<file path="src/rtl/alu9_pkg.sv">
// alu9_pkg: shared op encoding and sign-magnitude widths for alu_9b (ALU9_SAT_EN picks saturate vs wrap on overflow).
package alu9_pkg;
  typedef enum logic [1:0] {OP_ADD = 2'b00, OP_SUB = 2'b01, OP_MIN = 2'b10, OP_MAX = 2'b11} op_e;
  localparam int W = 9;
  localparam int MAG_W = 8;
  localparam logic [MAG_W-1:0] MAG_MAX = 8'hFF;
endpackage

</file>
<file path="src/rtl/sm_addsub.sv">
// sm_addsub: combinational sign-magnitude add/sub with numeric compare; ALU9_SAT_EN saturates overflow, else wraps.
module sm_addsub
  import alu9_pkg::*;
(
  input  logic [W-1:0] a,
  input  logic [W-1:0] b,
  input  logic         sub,
  output logic [W-1:0] res,
  output logic         ovf,
  output logic         a_lt_b,
  output logic         a_eq_b
);
  logic [MAG_W-1:0] ma, mb, mag;
  logic [MAG_W:0] sum;
  logic sb, same, a_ge, sgn;
  logic signed [MAG_W+1:0] va, vb;
  always_comb begin
    ma = a[MAG_W-1:0];
    mb = b[MAG_W-1:0];
    sb = b[W-1] ^ sub;
    same = a[W-1] == sb;
    sum = {1'b0, ma} + {1'b0, mb};
    a_ge = ma >= mb;
    ovf = same & sum[MAG_W];
`ifdef ALU9_SAT_EN
    mag = same ? (ovf ? MAG_MAX : sum[MAG_W-1:0]) : (a_ge ? ma - mb : mb - ma);
`else
    mag = same ? sum[MAG_W-1:0] : (a_ge ? ma - mb : mb - ma);
`endif
    // a zero magnitude always carries a positive sign
    sgn = (same | a_ge ? a[W-1] : sb) & |mag;
    res = {sgn, mag};
    va = a[W-1] ? -$signed({2'b00, ma}) : $signed({2'b00, ma});
    vb = b[W-1] ? -$signed({2'b00, mb}) : $signed({2'b00, mb});
    a_lt_b = va < vb;
    a_eq_b = va == vb;
  end
endmodule

</file>
<file path="src/rtl/alu_9b.sv">
// alu_9b: registered 9-bit sign-magnitude ADD/SUB/MIN/MAX with overflow flag; ALU9_SAT_EN selects saturating overflow.
module alu_9b
  import alu9_pkg::*;
(
  input  logic         clk,
  input  logic         rst_n,
  input  logic [1:0]   select,
  input  logic [W-1:0] inputA,
  input  logic [W-1:0] inputB,
  input  logic         in_valid,
  output logic [W-1:0] out,
  output logic         out_valid,
  output logic         ovf
);
  op_e op;
  logic [W-1:0] sum_res, nxt;
  logic sum_ovf, a_lt_b, a_eq_b, nxt_ovf;
  assign op = op_e'(select);
  sm_addsub u_addsub (
    .a(inputA),
    .b(inputB),
    .sub(op == OP_SUB),
    .res(sum_res),
    .ovf(sum_ovf),
    .a_lt_b(a_lt_b),
    .a_eq_b(a_eq_b)
  );
  // ties resolve to A for both MIN and MAX
  always_comb begin
    nxt = op == OP_MIN ? (a_lt_b | a_eq_b ? inputA : inputB) :
          op == OP_MAX ? (a_lt_b ? inputB : inputA) : sum_res;
    nxt_ovf = (op == OP_ADD || op == OP_SUB) & sum_ovf;
  end
  always_ff @(posedge clk or negedge rst_n) begin
    if (!rst_n) begin
      out <= '0;
      ovf <= 1'b0;
      out_valid <= 1'b0;
    end else begin
      out_valid <= in_valid;
      if (in_valid) begin
        out <= nxt;
        ovf <= nxt_ovf;
      end
    end
  end
endmodule

</file>
<file path="config.mk">
export PLATFORM = sky130hd
export DESIGN_NAME = alu_9b
export DESIGN_NICKNAME = d
export VERILOG_FILES = /design/src/rtl/alu9_pkg.sv /design/src/rtl/sm_addsub.sv /design/src/rtl/alu_9b.sv
export SDC_FILE = /design/constraint.sdc
export NUM_CORES = 1
export LEC_CHECK = 0
export ABC_AREA = 1
export BUFFER_PORTS_ARGS = -buffer_cell sky130_fd_sc_hd__buf_4
export CORE_MARGIN = 2
export CORE_UTILIZATION = 55
export DETAILED_ROUTE_END_ITERATION = 10
export PLACE_DENSITY_LB_ADDON = 0.2
export SLEW_MARGIN = 20
export SYNTH_ARGS = -nofsm -noshare
export SYNTH_HDL_FRONTEND = slang
export SYNTH_SLANG_ARGS = --single-unit
</file>
<file path="constraint.sdc">
create_clock -name clk -period 0.8 [get_ports clk]
set_input_delay 0.12 -clock clk [delete_from_list [all_inputs] [get_ports clk]]
set_output_delay 0.12 -clock clk [all_outputs]
set_load 0.02 [all_outputs]
</file>
Word-level counts from Yosys, hierarchy flattened
Index checks and enable logic that the tools add are counted.

storage, ports and cells
  register bits after elaboration = 11
  input bits = 23
  output and inout port bits = 11
  logic and storage cells = 33

operators by class
  $add $sub $neg = 5
  magnitude comparators = 2
  equality and inequality tests = 5
  muxes and demuxes = 9
  bitwise gates (word level) = 6
  reductions and logical operators = 3

operators by type and width
  kind                                            number
  two-way mux 9 bit                               4
  two-way mux 10 bit                              2
  negation 8 -> 10 bit                            2
  two-way mux 8 bit                               2
  subtractor 8 bit                                2
  == test 10 bit                                  1
  less-than comparator 10 bit                     1
  adder 8 x 8 -> 9 bit                            1
  greater-or-equal comparator 8 bit               1
  OR reduction 8 bit                              1
  == test 2 bit (second input constant)           2
  bitwise AND 1 bit                               3
  == test 2 x 1 -> 1 bit (second input constant)  1
  zero test 2 bit                                 1
  bitwise OR 1 bit                                2
  == test 1 bit                                   1
  logical OR 1 bit                                1
  two-way mux 1 bit                               1
  bitwise XOR 1 bit                               1

Depth between registers and ports, before layout
Gate-level depths: netlist of the first run.

  word-level depth = 8
  gate-level depth with buffers = 21
  depth with buffers taken out = 21

Cells and area by module
From an unflattened synthesis of the first run, not the netlist that was laid out.

unflattened totals
  cell total of the unflattened synthesis = 495
  area, all modules = 2792.7 µm²

by module, submodules not included
  module     instances  cells an instance  area each (µm²)  sequential area each (µm²)
  sm_addsub  1          343                1923.1           0.0
  alu_9b     1          152                869.6            275.3

Worst setup path before layout of the first run
OpenSTA, ideal clock, no wires.

  path kind = input to register
  start = input port inputB[1]
  end = register out[5]
  library setup time = 0.117 ns
  arrival = 2.231 ns
  required time = 0.683 ns
  slack = -1.548 ns
  stages on the path = 21
  path buffers = 1
  path through = inv_1 > ha_1 > inv_1 > nor2_1 > inv_1 > nor2_1 > nand2_1 > nand2_1 > xor2_1 > inv_1 > ha_1 > nand2_1 > nor2_1 > nand3_1 > nand4_1 > nand2_1 > buf_2 > o21ai_0 > nand3_1 > nand2_1 > nand2_1

on the way
  longest elaborated chain between the ends = 6

RTL lines
  what                                                                  RTL line                          text
  start: declaration                                                    alu_9b.sv:9                       input logic [W-1:0] inputB,
  negation 8 -> 10 bit                                                  sm_addsub.sv:34                   vb = b[W-1] ? -$signed({2'b00, mb}) : $signed({2'b00, mb});
  two-way mux 10 bit                                                    sm_addsub.sv:34
  less-than comparator 10 bit / == test 10 bit (equally long branches)  sm_addsub.sv:35, sm_addsub.sv:36
  two-way mux 9 bit / bitwise OR 1 bit (equally long branches)          alu_9b.sv:31, alu_9b.sv:30
  two-way mux 9 bit (on tied branches)                                  alu_9b.sv:31, alu_9b.sv:30
  two-way mux 9 bit *                                                   alu_9b.sv:30                      nxt = op == OP_MIN ? (a_lt_b | a_eq_b ? inputA : inputB) :
  end signal: assignment                                                alu_9b.sv:42                      out <= nxt;
  end: declaration                                                      alu_9b.sv:11                      output logic [W-1:0] out,

Mark *: on every way between the ends. The rest lies on a longest branch, timed or not.
A chain may end at the register's enable or synchronous reset.

Final worst setup path of the first run
  start = input port inputA[0]
  end = register out[3]

on the way
  longest elaborated chain between the ends = 6

RTL lines
  what                                                                  RTL line                          text
  start: declaration                                                    alu_9b.sv:8                       input logic [W-1:0] inputA,
  negation 8 -> 10 bit                                                  sm_addsub.sv:33                   va = a[W-1] ? -$signed({2'b00, ma}) : $signed({2'b00, ma});
  two-way mux 10 bit                                                    sm_addsub.sv:33
  less-than comparator 10 bit / == test 10 bit (equally long branches)  sm_addsub.sv:35, sm_addsub.sv:36
  two-way mux 9 bit / bitwise OR 1 bit (equally long branches)          alu_9b.sv:31, alu_9b.sv:30
  two-way mux 9 bit (on tied branches)                                  alu_9b.sv:31, alu_9b.sv:30
  two-way mux 9 bit *                                                   alu_9b.sv:30

Marks and branches as above.

==> results of run 1 <==
[worst max path at each step]
stage,slack (ns),endpoint,cells after the start,start
3_3_place_gp,-1.77,out[1],18,inputB[3]
6_report,-2.10,out[3],18,inputA[0]
2_1_floorplan,-1.44,out[1],21,inputB[1]
4_1_cts,-1.49,out[2],21,inputB[0]
5_1_grt,-2.15,out[3],18,inputA[0]
3_5_place_dp,-1.87,out[1],22,inputB[1]
[per-stage QoR]
| step | hold WS [ns] | setup WS, ns | std cells |
|---|---|---|---|
| 2_1_floorplan | -0.176 | -1.44 | 442 |
| 3_3_place_gp | -0.0406 | -1.77 | 616 |
| 3_5_place_dp | -0.0366 | -1.87 | 616 |
| 4_1_cts | 0.184 | -1.49 | 636 |
| 5_1_grt | 0.190 | -2.15 | 640 |
| 6_report | 0.185 | -2.10 | 640 |
[final cells by class]
| type | count | area [sq um] | area share (%) |
|---|---|---|---|
| sequential | 11 | 275 | 6.49 |
| tap | 54 | 67.6 | 1.59 |
| timing repair buffer | 148 | 1230 | 29.1 |
| inverter | 63 | 274 | 6.46 |
| clock buffer | 3 | 41.3 | 0.974 |
| multi-input combinational | 360 | 2340 | 55.3 |
| clock inverter | 1 | 5.00 | 0.118 |
[repair_timing]
item,CTS,global route
hold endpoints to repair,11,0
setup endpoints to repair,21,21
pin swaps,24,12
hold buffers,1,0
gates resized for setup,55,20
setup buffers,13,6
cloned,2,1
[cell families (layout without fill, tap and decap cells)]
group / Yosys count / in the layout / share of synthesized area [%]
AOI/OAI and AO/OA: 82 / 82 / 17.2
buffers and inverters: 73 / 215 / 11.3
adders and majority gates: 37 / 37 / 18.6
DFF: 11 / 11 / 10.6
and+or+nand+nor: 219 / 221 / 34.8
xor gates and xnor gates: 20 / 20 / 7.44
[per-layer routing]
metal	vias up	global-route usage (%)	share of wire, %
met5	-	0	0
met4	0	27.4	11
met3	189	10.6	15
met2	521	77.0	42
met1	1874	53.5	32
li1	1716	-	-
[power breakdown]
| group | internal [mW] | leakage [nW] | switching (mW) |
|---|---|---|---|
| clock network | 0.347 | 0.0255 | 0.304 |
| logic | 1.69 | 2.10 | 2.30 |
| registers | 0.644 | 0.130 | 0.0797 |
| total | 2.68 | 2.26 | 2.69 |
[Yosys cell counts (3+ instances only)]
cell / n / area [sq um]
dfrtp_1: 11 / 275
nor3_1: 4 / 20.0
a31oi_1: 6 / 37.5
xor2_1: 17 / 149
inv_2: 6 / 22.5
inv_1: 55 / 206
nand3_1: 29 / 145
a21oi_1: 40 / 200
ha_1: 34 / 425
buf_2: 6 / 30.0
o21bai_1: 3 / 22.5
fa_1: 3 / 60.1
o21ai_0: 16 / 80.1
o21ai_1: 9 / 45.0
nor2_1: 42 / 158
nand2_1: 132 / 495
nand4_1: 5 / 31.3
[state kept, by name, summed over array words and instances (netlist names)]
register   flops
out            9
out_valid      1
ovf            1
==> out/metrics.cfg, run 1 <==
[sta]
hold_viol_final = 0
tightest_slew_ns = 0.643
relSlewSlack_pct = 56.9
max_freq_mhz = 345
fin_crit_ns = 2.90
period_share_pct = 362
setup_viol = 21
timing.final.ws_setup_ns = -2.10
drv_slew = 0
setup_tns_ns = -19.00
rsz0062_at_grt = true
finClkSkew_ns = 0

[logic_synthesis]
syn_nets = 502
ys_seq_area_share_pct = 10.6
ys_warn_count = 0
netlist_instances = 442
synth_edf_count = 0
netlist_area_sq_um = 2600
async_flop_share_pct = 100
synth.distinct_cells = 35
ys_seq_elements = 11
avgSynthCellArea_sq_um = 5.89
synth_flop_cell = dfrtp_1

[worst_setup_path]
max_stage_delay_ns = 0.50
path_cells = buf_8 > inv_1 > ha_4 > nand3_2 > nor2_2 > nand2_1 > nand2_1 > xor2_1 > ha_1 > nand2_2 > buf_4 > nor2_1 > nand4_1 > nand3_4 > buf_6 > a21oi_1 > o21ai_1 > a31oi_1
r2r_cells = 3
crit_fanout = 6
r2r_start = out[3]
rrSetupSlack_ns = -0.49
crit_top_cell = nand2_1
r2r-end = out[3]
critical_path_required_ns = 0.89
end_kind = flop
crit_buf_inv = 4
cp_slowest_cell = a31oi_1
path_class = in -> reg
worstSetupStartpointType = input pin
crit_family = simple AND/OR/NAND/NOR gates
worstPathArrival_ns = 2.99

[layout]
antenna_cells = 0
nFillCells = 181
drive_above_1_share_pct = 38.1
fin_util_pct = 91.6
final_common_cell = buf_4
syn_to_final_growth_pct = 62.8
design.final.nets = 647
postLayoutCellArea_sq_um = 4240
final_cell_mix = buf_4 (126), nand2_1 (124), inv_1 (44)

[clock_network]
cts_tree = done
cts_max_level = 1
cts_buffer_depth = 2
clk-insertion-delay-late_ns = 0.26
clk_pin_slew_ns = 0.07
clock-sinks = 11
cts-root-buf = clkbuf_8
numCtsBuffers = 3

[power_and_ir_drop]
totalPowerFinal_mw = 5.36
ir_drop_uv = 725
leakage_nw = 2.26
power_density_nw_per_um2 = 1260

[routing]
antenna_left = 0
drt_iter0_drc = 944
wl_per_cell_um = 22.4
num_vias = 4300
wl_mm = 14.4
drc = 0
dr.pass1.iters = 11
vias_per_cell = 6.72

[global_routing]
antenna_found_initial = 1
grt.total_usage_pct = 46.1
grt_first_pass_wirelength_mm = 18.7
grt_max_degree = 13
overflow = 0
grt_pass1_vias = 3826

[placed_design]
post-dp-hpwl_mm = 7.86
place_congestion = 0.968
io_buffers = 33
place_area_sq_um = 3740

[hold_path]
hold_start = in_valid
holdPathEnd = out_valid
hold_class = in -> reg
holdPathStages = 2

[floorplan]
die_x_um = 72.8
die_height_um = 72.8
rows = 25
ios = 34
core_area_sq_um = 4630
start_util_pct = 56.3
die_area_sq_um = 5300

[status]
violations = negative setup slack
outcome = finished with violations

[run]
cap_viol_max_count = 0

Power figures use the tool's default switching activity.
==> run 2: changes to the inputs <==
--- a/config.mk
+++ b/config.mk
@@ -10,7 +10,7 @@
 export CORE_MARGIN = 2
 export CORE_UTILIZATION = 55
 export DETAILED_ROUTE_END_ITERATION = 10
-export PLACE_DENSITY_LB_ADDON = 0.2
+export PLACE_DENSITY = 0.79
 export SLEW_MARGIN = 20
 export SYNTH_ARGS = -nofsm -noshare
 export SYNTH_HDL_FRONTEND = slang
==> run 2 against run 1 <==
Effect of this change:
- the run ends with design-rule violations, negative setup slack left
- global-route usage fell by 7.0 points
- non-clock buffer count rose by 1
- register-to-register slack improved by 0.30 ns
- hold slack improved by 0.053 ns
- wire length rose by 4.8%
- clock-buffer cell count rose by 1
- highest routed layer unchanged
==> out/metrics.cfg, run 2 (same netlist as run 1, synthesis figures left out) <==
[floorplan]
die_area_sq_um = 5300  ; unchanged
start_util_pct = 56.3  ; unchanged
core_area_sq_um = 4630  ; unchanged
ios = 34  ; unchanged
die_height_um = 72.8  ; unchanged
rows = 25  ; unchanged
die_x_um = 72.8  ; unchanged

[placed_design]
io_buffers = 33  ; unchanged
post-place-cells = 617  ; was 616
post-dp-hpwl_mm = 7.66  ; was 7.86 mm
place_congestion = 0.972  ; was 0.968

[worst_setup_path]
crit_fanout = 4  ; was 6
max_stage_delay_ns = 0.35  ; was 0.50 ns
worstPathArrival_ns = 3.10  ; was 2.99 ns
worstSetupStartpointType = input pin  ; unchanged
critical_path_required_ns = 0.92  ; was 0.89 ns
path_class = in -> reg  ; unchanged
cp_slowest_cell = xor2_2  ; was a31oi_1
crit_family = simple AND/OR/NAND/NOR gates  ; unchanged
crit_buf_inv = 4  ; unchanged
end_kind = flop  ; unchanged
crit_top_cell = buf_4  ; was nand2_1
path_cells = buf_4 > clkinvlp_4 > ha_4 > nand3_4 > nor2_4 > nand2_1 > nand2_2 > xor2_2 > ha_1 > nand2_4 > nor2_4 > nand2_1 > nand4_1 > buf_4 > buf_4 > a21oi_2 > o21ai_1 > nor2_1 > a21oi_1  ; was buf_8 > inv_1 > ha_4 > nand3_2 > nor2_2 > nand2_1 > nand2_1 > xor2_1 > ha_1 > nand2_2 > buf_4 > nor2_1 > nand4_1 > nand3_4 > buf_6 > a21oi_1 > o21ai_1 > a31oi_1

[routing]
wl_per_cell_um = 23.5  ; was 22.4 um
dr.pass1.iters = 11  ; unchanged
antenna_left = 0  ; unchanged
num_vias = 4415  ; was 4300
vias_per_cell = 6.89  ; was 6.72
wl_mm = 15.0  ; was 14.4 mm
drc = 24  ; was 0
drt_iter0_drc = 1185  ; was 944

[layout]
drive_above_1_share_pct = 39.9  ; was 38.1%
final_common_cell = buf_4  ; unchanged
nFillCells = 165  ; was 181
syn_to_final_growth_pct = 65.5  ; was 62.8%
fin_cells = 641  ; was 640
largest_reg_flops = 9  ; unchanged
fin_util_pct = 93.1  ; was 91.6%
final_cell_mix = buf_4 (129), nand2_1 (126), inv_1 (42)  ; was buf_4 (126), nand2_1 (124), inv_1 (44)
design.final.nets = 648  ; was 647
multi_input_area_sq_um = 2420  ; was 2340 sq um
reg.largest.list = out (9), out_valid (1), ovf (1)  ; unchanged
top_register = out  ; unchanged
regArea_sq_um = 275  ; unchanged
antenna_cells = 0  ; unchanged

[power_and_ir_drop]
ir_drop_uv = 680  ; was 725 uV
leakage_nw = 2.27  ; was 2.26 nW
totalPowerFinal_mw = 5.46  ; was 5.36 mW
power_density_nw_per_um2 = 1270  ; was 1260 nW/um^2

[global_routing]
overflow = 0  ; unchanged
grt_first_pass_wirelength_mm = 16.1  ; was 18.7 mm
grt.total_usage_pct = 39.1  ; was 46.1%
grt_max_degree = 13  ; unchanged
grt_pass1_vias = 3474  ; was 3826
antenna_found_initial = 0  ; was 1

[hold_path]
hold_class = in -> reg  ; unchanged

[status]
outcome = finished with violations  ; unchanged
violations = design-rule violations, negative setup slack  ; was negative setup slack

[sta]
timing.final.ws_setup_ns = -2.18  ; was -2.10 ns
max_freq_mhz = 335  ; was 345 MHz
relSlewSlack_pct = 60.0  ; was 56.9%
hold_viol_final = 0  ; unchanged
period_share_pct = 373  ; was 362%
finClkSkew_ns = 0  ; unchanged
rsz0062_at_grt = true  ; unchanged
fin_crit_ns = 2.98  ; was 2.90 ns
drv_slew = 0  ; unchanged
tightest_slew_ns = 0.599  ; was 0.643 ns
setup_viol = 21  ; unchanged

[clock_network]
cts_tree = done  ; unchanged
numCtsBuffers = 3  ; unchanged
clk-insertion-delay-late_ns = 0.24  ; was 0.26 ns
clk_pin_slew_ns = 0.06  ; was 0.07 ns
cts-root-buf = clkbuf_8  ; unchanged
cts_max_level = 1  ; unchanged
cts_buffer_depth = 2  ; unchanged
clock-sinks = 11  ; unchanged

[run]
cap_viol_max_count = 0  ; unchanged

run 2: cell types whose count changed in the layout (fill, tap and decap cells not counted), moves of 2 or more:
cell / before / now
a21oi_4: 0 / 4
buf_4: 126 / 129
o21ai_2: 3 / 5
o21ai_1: 17 / 15
nand2_1: 124 / 126
nor2_1: 34 / 36
inv_2: 10 / 12
a21oi_1: 31 / 25
nor2_4: 6 / 4
a21oi_2: 11 / 13
nand2_2: 7 / 5
inv_1: 44 / 42
buf_6: 16 / 14
run 2: per-stage QoR:
| step | hold WS (ns) | setup slack, ns | area [sq um] | TNS (ns) |
|---|---|---|---|---|
| global placement | -0.0436 | -1.76 | 3750 | -16.47 |
| floorplan | -0.176 | -1.44 | 2770 | -12.86 |
| CTS | 0.199 | -1.49 | 4050 | -14.75 |
| finish | 0.238 | -2.18 | 4310 | -20.55 |
| detailed placement | -0.0378 | -1.89 | 3750 | -17.79 |
| global route | 0.226 | -2.30 | 4310 | -20.90 |
run 2: worst paths after layout:
check                      startpoint     end  slack, ns  depth (start not counted)
setup / recovery            inputA[1]  out[8]      -2.18                         19
hold / removal              select[1]     ovf       0.24                          3
setup reg to reg               out[3]  out[3]      -0.19                          3
hold reg to reg                out[7]  out[7]       0.61                          2
max in group asynchronous       rst_n  out[0]       0.37                          2
min in group asynchronous       rst_n     ovf       0.28                          2
run 2: area by class of cell:
cell class | count | share of cell area, %
inverter | 63 | 6.36
clock buffer | 4 | 1.04
timing repair buffer | 149 | 28.6
tap | 54 | 1.57
sequential | 11 | 6.39
multi-input combinational | 360 | 56.1
run 2: where the power goes:
part	leakage [nW]	internal (mW)	switching (mW)	total [mW]
clock network	0.0228	0.352	0.241	0.592
logic	2.11	1.70	2.44	4.14
registers	0.130	0.645	0.0833	0.728
run 2: timing repair:
item	in CTS	in global routing
hold endpoints to repair	11	0
pin swaps	27	27
hold buffers	1	0
cloned	1	2
buffers inserted	12	5
setup endpoints to repair	21	21
gates resized for setup	41	46
run 2: worst register-to-register path: cells and delay by family (launching register included):
kind,cells,cell delay (ns)
AO/OA/AOI/OAI,1,0.09
buffers and inverters,1,0.16
AND/OR/NAND/NOR,1,0.20
flip-flops,1,0.41
run 2: routing by layer:
metal	share of wire (%)	track usage [%]	vias up
li1	-	-	1709
met1	31	48.6	1856
met2	39	68.0	575
met3	16	4.01	275
met4	13	17.5	0
met5	0	0	-
